$ cat src/rtl/alu_pkg.sv
// rtl/alu_pkg.sv - shared types for the 8-bit ALU and the 16-bit op sequencer
package alu_pkg;

    typedef enum logic [1:0] {
        ADD16  = 2'd0,
        ADDSPE = 2'd1,
        INC16  = 2'd2,
        DEC16  = 2'd3
    } seq_op_t;

    typedef enum logic [1:0] {
        IDLE = 2'd0,
        LO   = 2'd1,
        HI   = 2'd2,
        DONE = 2'd3
    } seq_state_t;

    // F register upper nibble: Z N H C from msb to lsb
    typedef struct packed {
        logic z;
        logic n;
        logic h;
        logic c;
    } flags_t;

    typedef enum logic [4:0] {
        ALU_ADD = 5'd0,
        ALU_ADC = 5'd1,
        ALU_SUB = 5'd2,
        ALU_SBC = 5'd3,
        ALU_AND = 5'd4,
        ALU_XOR = 5'd5,
        ALU_OR  = 5'd6,
        ALU_CP  = 5'd7
    } alu_op_t;

endpackage

$ cat src/rtl/alu16_sequencer.sv
// rtl/alu16_sequencer.sv - two-pass 16-bit ADD/ADDSPE/INC/DEC on the shared 8-bit ALU
// Optional ALU16_FAST_IDU_EN: INC16/DEC16 use an internal incrementer and finish in one cycle.
module alu16_sequencer
    import alu_pkg::*;
#(
    parameter bit BACK_TO_BACK = 1'b1
) (
    input  logic        clk,
    input  logic        rst_n,
    input  logic        start,
    input  seq_op_t     op,
    input  logic [15:0] opa,
    input  logic [15:0] opb,
    input  flags_t      flags_in,
    output logic        busy,
    output logic        done,
    output logic [15:0] result,
    output flags_t      flags_out,
    output alu_op_t     alu_op,
    output logic [7:0]  alu_a,
    output logic [7:0]  alu_b,
    output flags_t      alu_fin,
    input  logic [7:0]  alu_y,
    input  flags_t      alu_fout
);

    seq_state_t  state_q, state_d;
    seq_op_t     op_q, op_d;
    logic [15:0] opa_q, opa_d;
    logic [15:0] opb_q, opb_d;
    flags_t      fin_q, fin_d;
    flags_t      lo_f_q, lo_f_d;
    logic [15:0] result_q, result_d;
    flags_t      flags_out_q, flags_out_d;
    logic        accept;

    always_ff @(posedge clk or negedge rst_n) begin
        if (!rst_n) begin
            state_q     <= IDLE;
            op_q        <= ADD16;
            opa_q       <= 16'h0000;
            opb_q       <= 16'h0000;
            fin_q       <= '0;
            lo_f_q      <= '0;
            result_q    <= 16'h0000;
            flags_out_q <= '0;
        end else begin
            state_q     <= state_d;
            op_q        <= op_d;
            opa_q       <= opa_d;
            opb_q       <= opb_d;
            fin_q       <= fin_d;
            lo_f_q      <= lo_f_d;
            result_q    <= result_d;
            flags_out_q <= flags_out_d;
        end
    end

    // A request is only seen from IDLE, or from DONE when back-to-back issue is allowed
    assign accept = start && ((state_q == IDLE) || ((state_q == DONE) && BACK_TO_BACK));

    always_comb begin
        state_d     = state_q;
        op_d        = op_q;
        opa_d       = opa_q;
        opb_d       = opb_q;
        fin_d       = fin_q;
        lo_f_d      = lo_f_q;
        result_d    = result_q;
        flags_out_d = flags_out_q;
        alu_op      = ALU_ADD;
        alu_a       = 8'h00;
        alu_b       = 8'h00;
        alu_fin     = '0;

        case (state_q)
            IDLE, DONE: begin
                state_d = IDLE;
                if (accept) begin
                    op_d    = op;
                    opa_d   = opa;
                    opb_d   = opb;
                    fin_d   = flags_in;
                    state_d = LO;
`ifdef ALU16_FAST_IDU_EN
                    if (op == INC16 || op == DEC16) begin
                        result_d    = (op == INC16) ? opa + 16'h0001 : opa - 16'h0001;
                        flags_out_d = flags_in;
                        state_d     = DONE;
                    end
`endif
                end
            end
            LO: begin
                alu_a   = opa_q[7:0];
                alu_fin = fin_q;
                case (op_q)
                    INC16:   alu_b = 8'h01;
                    DEC16: begin
                        alu_op = ALU_SUB;
                        alu_b  = 8'h01;
                    end
                    default: alu_b = opb_q[7:0];
                endcase
                result_d[7:0] = alu_y;
                lo_f_d        = alu_fout;
                state_d       = HI;
            end
            HI: begin
                alu_a     = opa_q[15:8];
                alu_fin   = fin_q;
                alu_fin.c = lo_f_q.c;
                alu_op    = ALU_ADC;
                flags_out_d = fin_q;
                case (op_q)
                    ADD16: begin
                        alu_b         = opb_q[15:8];
                        flags_out_d.n = 1'b0;
                        flags_out_d.h = alu_fout.h;
                        flags_out_d.c = alu_fout.c;
                    end
                    ADDSPE: begin
                        alu_b       = {8{opb_q[7]}};
                        flags_out_d = '{z: 1'b0, n: 1'b0, h: lo_f_q.h, c: lo_f_q.c};
                    end
                    INC16:   alu_b = 8'h00;
                    default: alu_op = ALU_SBC;
                endcase
                result_d[15:8] = alu_y;
                state_d        = DONE;
            end
            default: state_d = IDLE;
        endcase
    end

    assign busy      = (state_q == LO) || (state_q == HI);
    assign done      = (state_q == DONE);
    assign result    = result_q;
    assign flags_out = flags_out_q;

endmodule

$ cat config.mk
export PLATFORM = sky130hd
export DESIGN_NAME = alu16_sequencer
export DESIGN_NICKNAME = d
export VERILOG_FILES = /design/src/rtl/alu_pkg.sv /design/src/rtl/alu16_sequencer.sv
export SDC_FILE = /design/constraint.sdc
export NUM_CORES = 1
export LEC_CHECK = 0
export BUFFER_PORTS_ARGS = -buffer_cell sky130_fd_sc_hd__buf_2
export CAP_MARGIN = 30
export CORE_ASPECT_RATIO = 0.7
export CORE_MARGIN = 10
export CORE_UTILIZATION = 53
export CTS_CLUSTER_SIZE = 30
export DETAILED_ROUTE_END_ITERATION = 8
export GPL_TIMING_DRIVEN = 0
export MAX_ROUTING_LAYER = met4
export PLACE_DENSITY = 0.85
export SYNTH_ARGS = -nofsm -noshare
export SYNTH_HDL_FRONTEND = slang
export SYNTH_SLANG_ARGS = --single-unit
$ cat constraint.sdc
create_clock -name clk -period 2.43 [get_ports clk]
set_input_delay 0.3645 -clock clk [delete_from_list [all_inputs] [get_ports clk]]
set_output_delay 0.3645 -clock clk [all_outputs]
set_load 0.02 [all_outputs]
==> impl_metrics.toml, run 1 <==
[outcome]
outcome = "finished, final reports clean"

[setup_path]
crit_buf_inv = 2
rrSetupSlack_ps = 670
worst_setup_path_end_kind = "primary output"
cp-start-kind = "flip-flop"
crit_type = "reg -> out"
cp_max_fo = 6
critPathMaxStageDelay_ps = 380
cp_top_family = "simple AND/OR/NAND/NOR gates"
cp.arrival_ps = 1980
crit_chain = "inv_1, ha_1, nor2b_2, and2_2, o2bb2ai_1, buf_2"
cp_slowest_cell = "dfrtp_1"
required_ps = 2070

[die]
dieArea_mm2 = 0.00850
num_rows = 21
coreArea_mm2 = 0.00489
io_pins = 100
die_w_um = 106
initial_core_util_pct = 56.2
die_h_um = 80.2

[cells_and_area]
final_layout_size_suffix_gt1_share_pct = 58.8
areaGrowthSynthToFinish_pct = 29.5
post-route-util_pct = 72.7
multi_input_area_mm2 = 0.00108
nets = 363
final_cells = 380
fillCellCount = 384
seq_area_mm2 = 0.00155
num_antenna_cells = 0

[cts]
clk_latency_ps = 340
cts_tree = "yes"
cts_made_buffers = 9
clock_path_buffers = 2
cts_hold_buf = 0
h-tree-depth = 3
postCtsSetupBuffers = 0
clk_pin_slew_ps = 70
cts_sinks = 62
root_buffer = "clkbuf_8"

[power_and_ir_drop]
p_per_area_mw_per_mm2 = 1560
power_frac_seq_pct = 33.4
switching_share_pct = 38.1
peakVddDrop_mv = 0.923
clockPowerShare_pct = 17.7
p_leak_nw = 1.78
p_int_mw = 3.43
p_sw_mw = 2.11
combPwrFrac_pct = 48.9

[synth]
syn_area_per_cell_um2 = 13.8
ys_seq_area_share_pct = 56.5
yosysWarningCount = 0
syn_inst = 199
synth_area_mm2 = 0.00275
synth-seq-cells = 62
yosysUniqueCellTypes = 26

[sta]
tightest_slew_ps = 575
fin_setup_tns_ps = 0
post-route-period-util_pct = 96.4
finClkSkew_ps = 8.30
fin_crit_ps = 2340
slew_headroom_pct = 61.7
final_hold_viol_count = 0
setup_viol = 0
slew_violations = 0
fmax_mhz = 427
rsz0062_at_grt = "yes"

[flow_run]
maxCapViolations = 0

[global_routing]
track_usage_pct = 16.8
overflow = 0
grt_max_degree = 39
grt_pass1_vias = 2137
antenna_found_initial = 0
grt_first_pass_wirelength_mm = 10.9

[drt]
wire_per_inst_um = 17.8
drt_iter0_markers = 61
first_pass_iters = 4
wl_mm = 6.77
ant_nets = 0
drt-vias-per-instance = 5.10
vias = 1939
drc = 0

[worst_hold_path]
hp-class = "in -> async"

[placed_design]
gp_congestion = 0.753
dp_cells = 365
dp_hpwl_mm = 5.13
io_buffers = 94
flip-flops by register name, indices dropped and copies added (netlist names):
register,count
result,16
op_q,2
flags_out,4
fin_q,4
state_q,2
opa_q,16
opb_q,16
lo_f_q,2
area by class of cell:
class	instances	share of cell area, %
Timing Repair Buffer	95	13.8
Tap cell	69	2.43
Multi-Input combinational cell	116	30.4
Clock inverter	4	1.97
Sequential cell	62	43.6
Inverter	7	0.739
Clock buffer	12	4.08
Buffer	15	2.89
kinds of logic after synthesis:
group | Yosys count | share of synthesized area (%)
adders and majority gates | 4 | 1.82
muxes | 58 | 25.0
and+or+nand+nor | 18 | 3.51
buffers and inverters | 23 | 4.47
other | 1 | 0.137
AOI/OAI and AO/OA | 33 | 8.52
DFF | 62 | 56.5
through the flow:
stage | hold WS (ps) | total power [mW] | setup slack (ps) | cell area (um^2)
3_3_place_gp | 485 | 4.47 | 172 | 3310
3_5_place_dp | 393 | 4.58 | 158 | 3330
2_1_floorplan | 68.9 | 3.76 | 521 | 2750
4_1_cts | 12.7 | 5.58 | 54.6 | 3550
6_report | 12.8 | 5.54 | 87.1 | 3550
5_1_grt | 41.6 | 5.91 | 2.00 | 3550
power by group through the flow:
stage	Clock, mW	Sequential (mW)	Combinational (mW)
final	0.982	1.85	2.71
after global routing	1.05	1.92	2.94
after CTS	1.00	1.85	2.73
after detailed placement	0	1.87	2.71
after global placement	0	1.83	2.64
after floorplan	0	2.01	1.75
placed cells by master (no fill, tap or decap), types with 2 or more instances in the layout:
master / instances
nor2_1: 4
dfrtp_1: 62
o21ai_0: 4
mux2_4: 9
conb_1: 3
buf_4: 3
o22ai_1: 2
a21oi_1: 7
clkbuf_8: 10
inv_1: 7
nor2b_1: 3
and2_1: 3
a211oi_1: 2
a22o_1: 9
o2bb2ai_1: 6
mux2_2: 49
nand2_1: 3
ha_1: 4
clkbuf_1: 3
buf_2: 101
clkinv_2: 2
buf_6: 3
bufinv_16: 2
Yosys cell counts (all sizes together):
library cell	n	share of area [%]
a211oi	2	0.55
nor2	4	0.55
nor2b	4	0.91
a22oi	1	0.27
and3b	1	0.32
nand2	3	0.41
o2bb2ai	6	1.9
clkbuf	3	0.41
conb	1	0.14
a21oi	7	1.3
buf	13	3.1
a22o	9	2.9
o21ai	5	0.91
o22ai	2	0.46
and2	4	0.91
mux2	58	25
a21boi	1	0.27
and3	1	0.23
ha	4	1.8
dfrtp	62	57
nand3	1	0.18
inv	7	0.96
what timing repair did:
action	CTS	global route
gates resized for setup	3	4
pin swaps	0	0
endpoints found under the setup margin	16	9
layer usage:
metal / global-route usage [%] / share of wire [%] / up-vias / wire [um]
met5: - / 0 / - / 0
met4: 6.06 / 0.97 / 0 / 66
met3: 6.78 / 8.4 / 8 / 568
met2: 24.8 / 44 / 78 / 2980
met1: 20.6 / 47 / 938 / 3150
li1: - / - / 915 / -
final timing paths:
kind,start,to,cells after the start
setup / recovery,state_q[0],alu_b[1],6
hold / removal,rst_n,opa_q[3],1
setup reg to reg,state_q[0],opb_q[5],6
hold reg to reg,result[9],result[9],1
max in group asynchronous,rst_n,opb_q[5],2
min in group clk,opb[15],opb_q[15],2
Note: power is estimated with default switching activity, not from simulation.
==> inputs of run 2 (changes only) <==
- ABC_AREA: default -> 1
- CORE_UTILIZATION: 53 -> 54
- SETUP_SLACK_MARGIN: default -> 0.4
==> run 2 against run 1 <==
  * The flow now finishes with violations (negative hold slack)
  * Non-clock buffer count is 19 higher
  * Synthesized area rose by 5.7%
  * Sequential cell count did not move
  * Clock skew is essentially flat
  * Maximum frequency grew 11%
  * Clock power decreased by 18%
  * Cell count grew 47%
  * Global-route usage is 3.6 points higher
  * Sequential power hardly changed
  * Design area is 11% higher
  * Critical path type unchanged
==> impl_metrics.toml, run 2 <==
[outcome]
outcome = "finished, violations left"
violations = "negative hold slack"

[synth]
synth_area_leaders = "dfrtp_1, nand2_1, nand3_1, buf_4, ha_1"
async_flop_share_pct = 100
syn_inst = 363
yosysWarningCount = 0
synth-seq-cells = 62
ys.flop_type = "dfrtp_1"
synth_top_area_share_pct = 53.5
synthTopCellsByCount = "nand2_1, dfrtp_1, nand3_1"
synth_area_mm2 = 0.00290
yosysUniqueCellTypes = 22
synthMostInstantiatedCell = "nand2_1"
syn_area_per_cell_um2 = 7.99
ys_seq_area_share_pct = 53.5
synth_top_cell_by_area = "dfrtp_1"
synth_edf_count = 0

[power_and_ir_drop]
p_leak_nw = 2.26
p_per_area_mw_per_mm2 = 1500
peakVddDrop_mv = 0.626

[cts]
h-tree-depth = 3
clk_latency_ps = 340
cts_tree = "yes"
cts_made_buffers = 9
root_buffer = "clkbuf_8"
cts_sinks = 62
cts_hold_buf = 0
clk_pin_slew_ps = 70
clock_path_buffers = 2

[sta]
finClkSkew_ps = 8.63
setup_viol = 0
fin_crit_ps = 2110
whs_ps = -0.469
slew_violations = 0
post-route-period-util_pct = 86.8
rsz0062_at_grt = "yes"
fin_setup_tns_ps = 0
final_hold_viol_count = 2
fmax_mhz = 474
slew_headroom_pct = 64.0
tightest_slew_ps = 540
fin_ws_ps = 322

[drt]
ant_nets = 0
wl_mm = 8.69
drt_iter0_markers = 156
drt-vias-per-instance = 5.11
vias = 2844
first_pass_iters = 4
wire_per_inst_um = 15.6
drc = 0

[die]
io_pins = 100
dieArea_mm2 = 0.00875
initial_core_util_pct = 55.5
die_w_um = 108
coreArea_mm2 = 0.00523
die_h_um = 81.3
num_rows = 22

[worst_hold_path]
hp-class = "in -> async"

[placed_design]
gp_congestion = 0.892
dpl_worst_slack_ps = 400
dp_hpwl_mm = 6.03
io_buffers = 93
dp_cells = 531

[setup_path]
cp_max_fo = 5
cp.arrival_ps = 1740
crit_type = "reg -> out"
required_ps = 2070
cp-start-kind = "flip-flop"
worst_setup_path_end_kind = "primary output"

[cells_and_area]
mostFrequentLayoutCell = "nand2_1"
final_cells = 557
nets = 539
num_antenna_cells = 0
fillCellCount = 400
final_cell_mix = "nand2_1, buf_2, dfrtp_1"
areaGrowthSynthToFinish_pct = 35.9
final_layout_size_suffix_gt1_share_pct = 35.1

[global_routing]
grt_pass1_vias = 2810
grt_first_pass_wirelength_mm = 13.6
track_usage_pct = 20.4
grt_max_degree = 41
overflow = 0
antenna_found_initial = 0

[flow_run]
maxCapViolations = 0
run 2: cell types whose count changed after synthesis, sizes merged, moves of 4 or more:
| cell | before | now |
|---|---|---|
| a22o | 9 | 0 |
| and2 | 4 | 0 |
| buf | 13 | 21 |
| inv | 7 | 11 |
| mux2 | 58 | 0 |
| nand2 | 3 | 198 |
| nand3 | 1 | 43 |
| nor2b | 4 | 0 |
| o2bb2ai | 6 | 0 |
run 2: per-stage QoR:
step	area, um^2	utilization [%]	total power [mW]
after global placement	3460	66.2	4.45
after CTS	3850	73.6	5.73
after global routing	3940	75.4	6.32
after detailed placement	3480	66.6	4.55
after floorplan	2910	-	3.69
final	3940	75.4	5.92
run 2: power by group:
group | total (mW) | internal, mW | switching [mW] | leakage (nW)
sequential | 1.86 | 1.55 | 0.314 | 0.760
combinational | 3.25 | 1.27 | 1.98 | 1.41
clock | 0.805 | 0.441 | 0.364 | 0.0914
total | 5.92 | 3.26 | 2.66 | 2.26
run 2: cells by family (layout without fill, tap and decap cells):
family          after synthesis  after routing  synth area share (%)
simple gates                250            250                  35.2
flops                        62             62                  53.5
buf+inv                      34            154                  6.86
compound gates               12             12                  2.59
fa+ha+maj                     4              4                  1.73
other cells                   1              3                 0.129
run 2: final timing paths:
check,end,slack (ps),cells after the start,from
worst min-delay path,opa_q[5],-0.5,1,rst_n
min in group clk,result[8],240,3,alu_y[0]
worst max-delay path,alu_b[7],320,7,state_q[0]
worst max register to register,op_q[1],900,7,state_q[0]
worst min register to register,result[13],460,2,result[13]
max in group asynchronous,state_q[1],1820,2,rst_n
run 2: cell type report:
| type | instances | area (um^2) | area share [%] |
|---|---|---|---|
| repair buffers | 106 | 681 | 17.3 |
| multi-input cells | 269 | 1220 | 31.0 |
| clock inverters | 1 | 5.00 | 0.127 |
| flip-flops and latches | 62 | 1550 | 39.4 |
| inverters | 11 | 46.3 | 1.17 |
| clock buffers | 13 | 169 | 4.28 |
| well taps | 72 | 90.1 | 2.28 |
| plain buffers | 23 | 175 | 4.44 |
run 2: routing by layer:
layer | vias up | track usage, % | part of all wire [%]
li1 | 1357 | - | -
met5 | - | - | 0
met1 | 1354 | 24.3 | 42
met3 | 17 | 6.72 | 8.1
met2 | 116 | 32.0 | 49
met4 | 0 | 7.31 | 1.7
run 2: critical path, stage by stage, from the launching register on:
cell and delay, ps:
dfrtp_1 410, inv_2 90, ha_4 230, nor2_4 200
buf_4 180, nand2_1 60, nand2_1 100, buf_6 130
run 2: what timing repair did:
item,4_1_cts,5_1_grt
setup endpoints to repair,21,21
buffers inserted,6,3
pin swaps,13,7
gates cloned,2,1
resized for setup,43,25
